==> src/rtl/flappy_pkg.sv <==
// flappy_pkg
// Shared definitions for the flappy game datapath blocks.
//   - game_state encodings produced by game_FSM
//   - common bus widths (game state, score, pipe gap)
//   - scheduler FSM state type
//   - sat_step(): saturating "base - n*step, floored" helper used for the
//     period and gap tables
// No ports; this file only holds types, constants and a helper function.
package flappy_pkg;

    localparam int GAME_STATE_W = 4;
    localparam int SCORE_W      = 32;
    localparam int GAP_W        = 10;

    localparam logic [GAME_STATE_W-1:0] GS_IDLE  = 4'd0;
    localparam logic [GAME_STATE_W-1:0] GS_PLAY  = 4'd1;
    localparam logic [GAME_STATE_W-1:0] GS_PAUSE = 4'd2;
    localparam logic [GAME_STATE_W-1:0] GS_DEAD  = 4'd3;

    typedef enum logic [1:0] {
        S_IDLE = 2'd0,
        S_RUN  = 2'd1,
        S_HOLD = 2'd2,
        S_OVER = 2'd3
    } sched_state_t;

    // Returns max(base - n*step, floor_val) without ever forming a negative
    // intermediate: the reduction is compared against base before it is
    // subtracted, so large n simply lands on the floor.
    function automatic logic [31:0] sat_step(
        input logic [31:0] base,
        input logic [31:0] step,
        input logic [31:0] n,
        input logic [31:0] floor_val
    );
        logic [31:0] reduction;
        reduction = step * n;
        if ((reduction < base) && ((base - reduction) > floor_val)) begin
            return base - reduction;
        end
        return floor_val;
    endfunction

endpackage

==> src/rtl/tick_divider.sv <==
// tick_divider
// Programmable period counter that produces the scroll wrap strobe.
// Ports:
//   clk     in   system clock
//   rst     in   asynchronous reset, active-low
//   run     in   count this cycle (wrap may fire)
//   clear   in   force the count back to zero (highest priority)
//   period  in   cycles per wrap; the counter wraps at period-1
//   wrap    out  combinational strobe, high in the cycle the count sits at
//                period-1 while running (the caller registers it)
// With neither run nor clear asserted the count holds, which is how a pause
// freezes the divider mid-period without losing or adding a tick.
module tick_divider (
    input  logic        clk,
    input  logic        rst,
    input  logic        run,
    input  logic        clear,
    input  logic [31:0] period,
    output logic        wrap
);

    logic [31:0] cnt_q;
    logic [31:0] last_count;

    // A zero period is treated like a period of one so the terminal count
    // never underflows; >= keeps the counter safe if period shrinks below
    // the current count.
    assign last_count = (period == 32'd0) ? 32'd0 : (period - 32'd1);
    assign wrap       = run && (cnt_q >= last_count);

    // Count register: clear wins, then wrap back to zero, then increment.
    // When neither run nor clear is asserted the count is held.
    always_ff @(posedge clk or negedge rst) begin
        if (!rst) begin
            cnt_q <= 32'd0;
        end else if (clear) begin
            cnt_q <= 32'd0;
        end else if (wrap) begin
            cnt_q <= 32'd0;
        end else if (run) begin
            cnt_q <= cnt_q + 32'd1;
        end
    end

endmodule

==> src/rtl/difficulty_scheduler.sv <==
// difficulty_scheduler
// Paces pipe/floor scrolling with a programmable scroll tick and raises the
// difficulty level as the score grows (shorter tick period, narrower gap).
// Ports:
//   clk          in   system clock
//   rst          in   asynchronous reset, active-low
//   game_state   in   [3:0] 0 IDLE, 1 PLAY, 2 PAUSE, 3 DEAD, others = IDLE
//   score_count  in   [31:0] current unsigned score
//   scroll_tick  out  one-cycle enable pulse per period
//   pipe_gap     out  [9:0] active pipe gap in pixels
//   level        out  [2:0] active difficulty level
//   level_up     out  one-cycle pulse, coincident with scroll_tick, when a
//                     new level takes effect
// Build option: define DIFFICULTY_IDLE_SCROLL_EN to keep the floor scrolling
// at BASE_PERIOD while idle (title screen); level stays 0 in that mode.
module difficulty_scheduler
    import flappy_pkg::*;
#(
    parameter int unsigned BASE_PERIOD = 200000,
    parameter int unsigned PERIOD_STEP = 10000,
    parameter int unsigned MIN_PERIOD  = 100000,
    parameter int unsigned BASE_GAP    = 90,
    parameter int unsigned GAP_STEP    = 5,
    parameter int unsigned MIN_GAP     = 60,
    parameter int unsigned LEVEL_SCORE = 5,
    parameter int unsigned MAX_LEVEL   = 7
) (
    input  logic                    clk,
    input  logic                    rst,
    input  logic [GAME_STATE_W-1:0] game_state,
    input  logic [SCORE_W-1:0]      score_count,
    output logic                    scroll_tick,
    output logic [GAP_W-1:0]        pipe_gap,
    output logic [2:0]              level,
    output logic                    level_up
);

    sched_state_t state_q, state_d;

    logic        is_play, is_pause, is_dead, is_idle;
    logic        div_run, div_clear, div_hold, div_wrap;
    logic [31:0] div_period;
    logic [31:0] period_q;
    logic [2:0]  level_q;
    logic [GAP_W-1:0] gap_q;
    logic        pending_q;
    logic [31:0] next_level;
    logic [31:0] threshold;
    logic        level_req;
    logic        level_apply;

    assign is_play  = (game_state == GS_PLAY);
    assign is_pause = (game_state == GS_PAUSE);
    assign is_dead  = (game_state == GS_DEAD);
    assign is_idle  = !(is_play || is_pause || is_dead);

    // Threshold for the next level; level+1 is at most 8 so the product of a
    // 32-bit LEVEL_SCORE stays well inside 32 bits for sane settings.
    assign next_level = {29'd0, level_q} + 32'd1;
    assign threshold  = next_level * LEVEL_SCORE;
    assign level_req  = ({29'd0, level_q} < MAX_LEVEL) && (score_count >= threshold);

    // Only a wrap taken while staying in S_RUN may step the level; a wrap in
    // the cycle the game state changes never happens because div_run drops.
    assign level_apply = div_wrap && pending_q && (state_q == S_RUN);

    assign level    = level_q;
    assign pipe_gap = gap_q;

    tick_divider u_tick_divider (
        .clk    (clk),
        .rst    (rst),
        .run    (div_run),
        .clear  (div_clear),
        .period (div_period),
        .wrap   (div_wrap)
    );

    // FSM state register.
    always_ff @(posedge clk or negedge rst) begin
        if (!rst) begin
            state_q <= S_IDLE;
        end else begin
            state_q <= state_d;
        end
    end

    // Next-state logic following the game FSM. Unknown encodings already
    // collapse into is_idle, so S_OVER only leaves on an idle request.
    always_comb begin
        state_d = state_q;
        case (state_q)
            S_IDLE: begin
                if (is_play) state_d = S_RUN;
            end
            S_RUN: begin
                if (is_pause)     state_d = S_HOLD;
                else if (is_dead) state_d = S_OVER;
                else if (is_idle) state_d = S_IDLE;
            end
            S_HOLD: begin
                if (is_play)      state_d = S_RUN;
                else if (is_dead) state_d = S_OVER;
                else if (is_idle) state_d = S_IDLE;
            end
            S_OVER: begin
                if (is_idle) state_d = S_IDLE;
            end
            default: state_d = S_IDLE;
        endcase
    end

    // Divider control. The counter only runs when the FSM stays in S_RUN, so
    // a state change in the same cycle as a wrap suppresses the tick. Moving
    // into or out of a pause holds the count; every other case clears it.
    always_comb begin
        div_run    = 1'b0;
        div_clear  = 1'b0;
        div_period = period_q;
        div_hold   = (state_d == S_HOLD) || ((state_q == S_HOLD) && (state_d == S_RUN));
        if ((state_q == S_RUN) && (state_d == S_RUN)) begin
            div_run = 1'b1;
        end else if (!div_hold) begin
            div_clear = 1'b1;
        end
`ifdef DIFFICULTY_IDLE_SCROLL_EN
        if ((state_q == S_IDLE) && (state_d == S_IDLE)) begin
            div_run    = 1'b1;
            div_clear  = 1'b0;
            div_period = BASE_PERIOD;
        end
`endif
    end

    // Difficulty registers and output pulses. Returning to idle restores the
    // starting difficulty; a level step is taken only on a wrap with a
    // pending request, and the apply cycle clears pending so a large score
    // jump advances one level per tick. S_OVER simply keeps everything.
    always_ff @(posedge clk or negedge rst) begin
        if (!rst) begin
            scroll_tick <= 1'b0;
            level_up    <= 1'b0;
            level_q     <= 3'd0;
            gap_q       <= GAP_W'(BASE_GAP);
            period_q    <= BASE_PERIOD;
            pending_q   <= 1'b0;
        end else begin
            scroll_tick <= div_wrap;
            level_up    <= level_apply;
            if (state_d == S_IDLE) begin
                level_q   <= 3'd0;
                gap_q     <= GAP_W'(BASE_GAP);
                period_q  <= BASE_PERIOD;
                pending_q <= 1'b0;
            end else if (level_apply) begin
                level_q   <= level_q + 3'd1;
                period_q  <= sat_step(BASE_PERIOD, PERIOD_STEP, next_level, MIN_PERIOD);
                gap_q     <= GAP_W'(sat_step(BASE_GAP, GAP_STEP, next_level, MIN_GAP));
                pending_q <= 1'b0;
            end else if (((state_q == S_RUN) || (state_q == S_HOLD)) && level_req) begin
                pending_q <= 1'b1;
            end
        end
    end

endmodule

==> config.mk <==
export PLATFORM = sky130hd
export DESIGN_NAME = difficulty_scheduler
export DESIGN_NICKNAME = d
export VERILOG_FILES = /design/src/rtl/flappy_pkg.sv /design/src/rtl/tick_divider.sv /design/src/rtl/difficulty_scheduler.sv
export SDC_FILE = /design/constraint.sdc
export NUM_CORES = 1
export LEC_CHECK = 0
export BUFFER_PORTS_ARGS = -buffer_cell sky130_fd_sc_hd__buf_2
export CORE_ASPECT_RATIO = 0.75
export CORE_MARGIN = 5
export CORE_UTILIZATION = 30
export CTS_BUF_LIST = sky130_fd_sc_hd__clkbuf_4
export DETAILED_ROUTE_END_ITERATION = 10
export GPL_ROUTABILITY_DRIVEN = 1
export PLACE_DENSITY = 0.57
export SLEW_MARGIN = 30
export SYNTH_ARGS = -nofsm -noshare
export SYNTH_HDL_FRONTEND = slang
export SYNTH_SLANG_ARGS = --single-unit
==> constraint.sdc <==
create_clock -name clk -period 6.45 [get_ports clk]
set_clock_uncertainty 0.2 [all_clocks]
set_input_delay 1.6125 -clock clk [delete_from_list [all_inputs] [get_ports clk]]
set_output_delay 1.6125 -clock clk [all_outputs]
set_load 0.02 [all_outputs]
==> results of run 1 <==
[sequential cells by signal, indices dropped and copies added, names as in the netlist]
register              cells
u_tick_divider.cnt_q     32
div_period               15
pipe_gap                  8
level                     3
state_q                   2
level_up                  1
pending_q                 1
scroll_tick               1
[worst max path at each step]
| stage | start | endpoint | slack [ns] | cells after the start |
|---|---|---|---|---|
| 2_1_floorplan | level[1] | div_period[4] | 1.51 | 16 |
| 3_3_place_gp | div_period[7] | div_period[5] | 1.26 | 16 |
| 3_5_place_dp | div_period[7] | div_period[9] | 1.12 | 16 |
| 4_1_cts | div_period[7] | div_period[6] | 1.09 | 16 |
| 5_1_grt | div_period[7] | div_period[6] | 0.69 | 16 |
| 6_report | div_period[7] | div_period[6] | 1.09 | 16 |
[cell usage in the layout (no fill, tap or decap), types with 3 or more instances in the layout]
cell type | synthesis | final
ha_1 | 68 | 68
a21oi_1 | 56 | 56
dfrtp_1 | 53 | 53
buf_2 | 8 | 52
nand2_1 | 48 | 48
inv_1 | 34 | 34
nor2_1 | 34 | 34
nand3_1 | 34 | 34
a31oi_1 | 26 | 26
o21ai_0 | 21 | 21
nand2b_1 | 20 | 20
and3_1 | 18 | 18
a21o_1 | 17 | 17
xor2_1 | 15 | 15
nand4_1 | 14 | 14
nor3_1 | 11 | 11
xnor2_1 | 11 | 11
nor4_1 | 10 | 10
dfstp_2 | 10 | 10
clkbuf_4 | 0 | 9
mux2i_1 | 8 | 8
a22o_1 | 7 | 7
o21a_1 | 6 | 6
o211ai_1 | 6 | 6
or2_2 | 5 | 5
a211oi_1 | 5 | 5
and2_1 | 5 | 5
buf_4 | 2 | 5
or3_1 | 4 | 4
nand2_2 | 3 | 3
o32a_1 | 3 | 3
and4_1 | 3 | 3
o311a_1 | 3 | 3
mux2_2 | 3 | 3
inv_6 | 0 | 3
[per-layer routing]
| layer | wire length (um) | GRT usage |
|---|---|---|
| met2 | 5340 | 0.186 |
| met5 | 0 | 0 |
| met3 | 697 | 0.0297 |
| met1 | 7030 | 0.192 |
| met4 | 65 | 0.0264 |
[worst max-delay path, delay by kind of cell, from the launching register on]
family / cells / cell delay, ns
AOI/OAI and AO/OA: 8 / 1.86
adders and majority gates: 1 / 0.27
buffers and inverters: 1 / 0.36
DFF: 1 / 0.43
and+or+nand+nor: 6 / 2.16
[metrics by stage]
stage	hold WS (ns)	cells	area [um^2]	power, W	utilization
after floorplan	0.268	625	5370	0.000545	-
after global placement	0.294	900	5860	0.000603	0.333
after detailed placement	0.316	900	5860	0.000604	0.333
after CTS	0.336	916	6030	0.000942	0.342
after global routing	0.359	917	6060	0.000986	0.344
final	0.329	917	6060	0.000930	0.344
[where the power goes]
part	total, W	switching [W]	internal [W]
sequential	0.000410	0.00000775	0.000402
clock	0.000331	0.000169	0.000162
combinational	0.000189	0.000124	0.0000651
[cells by family (layout without fill, tap and decap cells)]
group           count (synthesis)  after routing
compound gates                171            171
mux                            11             11
simple gates                  225            225
buf+inv                        59            109
fa+ha+maj                      70             70
flops                          63             63
xor+xnor                       26             26
[layout make-up]
type | instances | area [um^2] | share of cell area
Inverter | 35 | 131 | 0.0217
Timing Repair Buffer | 58 | 325 | 0.0537
Clock inverter | 7 | 103 | 0.0169
Sequential cell | 63 | 1590 | 0.262
Clock buffer | 9 | 67.6 | 0.0112
Multi-Input combinational cell | 503 | 3540 | 0.584
Tap cell | 242 | 303 | 0.0500
==> results by group, run 1 <==
Logic synthesis
  – Main combinational cell family by area after synthesis: simple AND/OR/NAND/NOR gates
  – Share of the synthesized area in the top cell type: 0.247
  – Ys Warns: 0
  – Yosys cell types: 66
  – Post-synth top cells: ha_1, a21oi_1, dfrtp_1
  – Yosys top cell by area: dfrtp_1
  – Share of synthesized cell area in and, or, nand and nor gates: 0.221
  – Number of synthesized register bits: 63
  – Post-synthesis net count: 733
  – Multiplexer area fraction after synthesis: 0.0212
  – Post-Synthesis Cells: 625
  – Seq/Total Area, Yosys: 0.296
  – Syn Std Cell Area: 5370 um^2
  – Syn avg cell area: 8.60 um^2
  – Top post-synthesis cells by area: dfrtp_1, ha_1, a21oi_1, dfstp_2, nand2_1
  – Compound-Gate Fraction of Synth Area: 0.206
  – Most numerous cell in the Yosys netlist: ha_1
  – Post-Synth Adder-Cell Area: 0.166
  – Most used flip-flop cell after synthesis: dfrtp_1
  – Fraction of synthesis flops using an asynchronous set or reset pin: 1.00
  – Number of flops mapped to enable cells by yosys: 0
  – Xor and xnor area share after synthesis: 0.0424

Timing
  – Worst Max-Slew Pin Slew: 0.749 ns
  – Hold Fails Final Rpt: 0
  – Final TNS setup: 0 ns
  – Final worst slack: 1.09 ns
  – RSZ-0062 raised after global routing: false
  – Final setup viols: 0
  – Fmax: 187 MHz
  – Slew HR: 0.499
  – Final Max Slew Viols: 0
  – Clock period minus worst slack: 5.36 ns
  – Final period util: 0.831

Worst hold path
  – Hold Crit Class: reg -> reg
  – WHS Path Cells: 1
  – Worst Hold Path EP: u_tick_divider.cnt_q[27]
  – HP Start: u_tick_divider.cnt_q[27]

Status
  – Status: finished clean

Clock network
  – CTS Hold Bufs: 0
  – Total CTS buffers: 9
  – H-tree depth: 3
  – CTS tree: done
  – # clock sinks: 63
  – Worst-path clk slew: 0.13 ns
  – Clock buffer depth: 2
  – Post-CTS Setup Inserts: 0
  – Root Buffer: clkbuf_4
  – Skew-Pair Late Insertion Delay: 0.44 ns
  – # resized after CTS: 0

Run
  – Max Cap Violations: 0

Critical path
  – CP required: 6.62 ns
  – CP Class: reg -> reg
  – Cell Chain, Critical Path: or3_4, or3b_1, or3_1, or3_1, or3_4, o21ai_0, ha_1, a21o_1, nand3_1, a21oi_1, a2111oi_0, o2111ai_1, o211ai_1, buf_4, a211o_1, o311a_1
  – Crit path capture type: flop
  – R2R Setup Slk: 1.09 ns
  – Worst path arrival time: 5.53 ns
  – CP max stage cell: or3_1
  – CP Launch Type: flop
  – Crit path largest cell delay: 0.50 ns
  – FF-to-FF End: div_period[6]
  – R2R cell count: 16
  – Critical R2R Launch: div_period[7]
  – Crit-path max FO: 35

Drt
  – DR pass1 iterations: 5
  – Routed WL: 13100 um
  – DR vias/cell: 5.13
  – Via count: 4706
  – Routed WL per cell: 14.3 um
  – DRC viols: 0
  – Initial DRC Count: 324
  – Post-DRT Antenna Nets: 0

Global routing
  – Vias in the first global route: 4452
  – GR Util All Layers: 0.128
  – First-pass GRT wire length: 22000 um
  – Gr ovfl total: 0
  – Initial antenna violation count: 0
  – Largest net degree at the start of global routing: 64

Die
  – DIE HEIGHT: 126 um
  – Die area: 20700 um^2
  – Die width: 165 um
  – Core area: 17600 um^2
  – Initial Utilization: 0.305
  – Row cnt: 42
  – Top Ports: 53

Place
  – DP HPWL: 9780 um
  – Pre-CTS setup slack: 1.12 ns
  – PortBufs: 52
  – Final GP Congestion: 0.816

Layout
  – Diode count: 0
  – Synth-to-Final Area Change: 12.7%
  – Layout Nets: 778
  – Share of cells above drive strength 1: 0.151
  – Number of fillers in the final layout: 1804

Power
  – Peak supply drop: 0.0913 mV
  – PD cells: 154 nW/um^2
  – Total leakage power: 2.85 nW
No activity file was read; power rests on OpenSTA's default activity.
==> run 2, diff against run 1 <==
clock period = 5.2 ns   (was 6.45 ns; I/O delays follow)
==> run 2 against run 1 <==
Fmax up 10%. Via count fell by 1.3%. Sequential power up 24%. Combinational power up 25%. Clock-buffer cell count stayed put. Utilization rose by 0.17 points. Final area up 0.50%. Sequential share of layout area down 0.13 points. Die area is the same. Largest power group unchanged. Worst setup slack got worse by 0.76 ns. Sequential cell count did not move. Register-to-register slack lost 0.76 ns.
==> results by group, run 2 (synthesis results as in run 1) <==
Status
  – Status: finished clean (unchanged)

Critical path
  – Cell Chain, Critical Path: or3_4, or3b_1, or3_1, or3_1, or3_4, or2b_1, ha_1, a21o_1, a21o_1, a21oi_1, or2_2, a31oi_2, o211ai_1, buf_12, a211o_2, o21a_1 (was or3_4, or3b_1, or3_1, or3_1, or3_4, o21ai_0, ha_1, a21o_1, nand3_1, a21oi_1, a2111oi_0, o2111ai_1, o211ai_1, buf_4, a211o_1, o311a_1)
  – Crit-path max FO: 35 (unchanged)
  – R2R cell count: 16 (unchanged)
  – Worst path arrival time: 4.97 ns (was 5.53 ns)
  – CP max stage cell: dfrtp_1 (was or3_1)
  – CP Launch Type: flop (unchanged)
  – CP Class: reg -> reg (unchanged)
  – Critical Path Sink: div_period[4] (was div_period[6])
  – FF-to-FF End: div_period[4] (was div_period[6])
  – CP Launch Point: div_period[7] (unchanged)
  – Critical R2R Launch: div_period[7] (unchanged)
  – R2R Setup Slk: 0.33 ns (was 1.09 ns)
  – Crit path capture type: flop (unchanged)
  – Crit path largest cell delay: 0.43 ns (was 0.50 ns)
  – CP required: 5.30 ns (was 6.62 ns)

Die
  – Top Ports: 53 (unchanged)
  – Row cnt: 42 (unchanged)
  – Initial Utilization: 0.305 (unchanged)
  – DIE HEIGHT: 126 um (unchanged)
  – Die width: 165 um (unchanged)
  – Core area: 17600 um^2 (unchanged)
  – Die area: 20700 um^2 (unchanged)

Place
  – Pre-CTS setup slack: 0.0579 ns (was 1.12 ns)
  – DP HPWL: 9870 um (was 9780 um)
  – PortBufs: 52 (unchanged)
  – Placed insts: 908 (was 900)
  – Final GP Congestion: 0.826 (was 0.816)

Layout
  – Max reg flops: 32 (unchanged)
  – Number of fillers in the final layout: 1832 (was 1804)
  – Most common cell after layout, fill and taps aside: ha_1 (unchanged)
  – Core Util, Final: 0.346 (was 0.344)
  – Top reg by flops: u_tick_divider.cnt_q (unchanged)
  – Synth-to-Final Area Change: 13.2% (was 12.7%)
  – Final Non-Filler Cells: 924 (was 917)
  – Layout Nets: 785 (was 778)
  – Share of cells above drive strength 1: 0.167 (was 0.151)
  – Commonest cells after routing, fill and taps aside: ha_1, a21oi_1, dfrtp_1, buf_2, nand2_1 (unchanged)
  – Diode count: 0 (unchanged)

Clock network
  – Root Buffer: clkbuf_4 (unchanged)
  – # clock sinks: 63 (unchanged)
  – Clock buffer depth: 2 (unchanged)
  – H-tree depth: 3 (unchanged)
  – CTS tree: done (unchanged)
  – Worst-path clk slew: 0.13 ns (about the same)
  – Skew-Pair Late Insertion Delay: 0.43 ns (was 0.44 ns)
  – CTS Hold Bufs: 0 (unchanged)
  – Total CTS buffers: 9 (unchanged)

Power
  – Net switching power: 0.000371 W (was 0.000302 W)
  – Sw frac: 0.352 (was 0.324)
  – PD cells: 173 nW/um^2 (was 154 nW/um^2)
  – Share of power burned in registers: 0.481 (was 0.440)
  – Internal power: 0.000684 W (was 0.000629 W)
  – Comb pwr share: 0.224 (was 0.204)
  – Clock share of power: 0.295 (was 0.356)
  – Peak supply drop: 0.108 mV (was 0.0913 mV)
  – Total leakage power: 2.88 nW (was 2.85 nW)

Global routing
  – GR Util All Layers: 0.125 (was 0.128)
  – Initial antenna violation count: 0 (unchanged)
  – Largest net degree at the start of global routing: 63 (was 64)
  – First-pass GRT wire length: 21700 um (was 22000 um)
  – Vias in the first global route: 4340 (was 4452)
  – Gr ovfl total: 0 (unchanged)

Worst hold path
  – Hold Crit Class: reg -> reg (unchanged)
  – WHS Path Cells: 1 (unchanged)
  – HP Start: u_tick_divider.cnt_q[29] (was u_tick_divider.cnt_q[27])

Drt
  – Routed WL per cell: 14.0 um (was 14.3 um)
  – Via count: 4644 (was 4706)
  – DR vias/cell: 5.03 (was 5.13)
  – Routed WL: 12900 um (was 13100 um)
  – DR pass1 iterations: 4 (was 5)
  – DRC viols: 0 (unchanged)
  – Post-DRT Antenna Nets: 0 (unchanged)
  – Initial DRC Count: 347 (was 324)

Timing
  – Clock period minus worst slack: 4.87 ns (was 5.36 ns)
  – Final worst slack: 0.333 ns (was 1.09 ns)
  – Final period util: 0.936 (was 0.831)
  – Final Max Slew Viols: 0 (unchanged)
  – Hold Fails Final Rpt: 0 (unchanged)
  – Worst Max-Slew Pin Slew: 0.761 ns (was 0.749 ns)
  – Final setup viols: 0 (unchanged)
  – Fmax: 205 MHz (was 187 MHz)
  – RSZ-0062 raised after global routing: true (was false)
  – Slew HR: 0.491 (was 0.499)
  – Final TNS setup: 0 ns (unchanged)

Run
  – Max Cap Violations: 0 (unchanged)
-- run 2: cell count changes in the layout (fill, tap and decap cells not counted), sizes merged --
| cell | before | now |
|---|---|---|
| inv | 37 | 38 |
| clkinvlp | 1 | 2 |
| bufinv | 2 | 0 |
| buf | 58 | 65 |
-- run 2: how the worst min path moves through the flow --
stage / end / slack (ns)
2_1_floorplan: u_tick_divider.cnt_q[29] / 0.27
3_3_place_gp: u_tick_divider.cnt_q[27] / 0.30
3_5_place_dp: u_tick_divider.cnt_q[22] / 0.31
4_1_cts: u_tick_divider.cnt_q[22] / 0.33
5_1_grt: u_tick_divider.cnt_q[29] / 0.34
6_report: u_tick_divider.cnt_q[29] / 0.33
-- run 2: power by group through the flow --
stage	combinational (W)	sequential (W)	clock, W
2_1_floorplan	0.000162	0.000514	0
3_3_place_gp	0.000238	0.000517	0
3_5_place_dp	0.000239	0.000517	0
4_1_cts	0.000239	0.000508	0.000326
5_1_grt	0.000265	0.000510	0.000345
6_report	0.000236	0.000508	0.000311
-- run 2: final cells by class --
type	count	area, um^2	area share
tap	242	303	0.0498
timing repair buffer	65	383	0.0629
multi-input combinational	503	3560	0.584
sequential	63	1590	0.261
clock buffer	9	67.6	0.0111
clock inverter	7	55.1	0.00905
inverter	35	131	0.0216
-- run 2: metal layers --
layer / wire length, um / track usage
met1: 7090 / 0.194
met2: 5170 / 0.178
met3: 581 / 0.0281
met4: 53 / 0.0249
met5: 0 / 0
-- run 2: metrics by stage --
| step | instance area (um^2) | total power [W] | hold slack (ns) |
|---|---|---|---|
| floorplan | 5370 | 0.000676 | 0.268 |
| finish | 6090 | 0.00106 | 0.325 |
| detailed placement | 5940 | 0.000756 | 0.310 |
| CTS | 6070 | 0.00107 | 0.327 |
| global route | 6090 | 0.00112 | 0.344 |
| global placement | 5940 | 0.000755 | 0.297 |
-- run 2: critical path, delay by kind of cell (launching register included) --
family                     cells  cell delay, ns
adders and majority gates      1            0.14
buffers and inverters          1            0.22
AOI/OAI and AO/OA              7            1.36
and+or+nand+nor                7            2.39
DFF                            1            0.43
-- run 2: timing repair --
item,4_1_cts,5_1_grt
setup endpoints to repair,0,24
gates resized for setup,0,6
buffers inserted,0,0
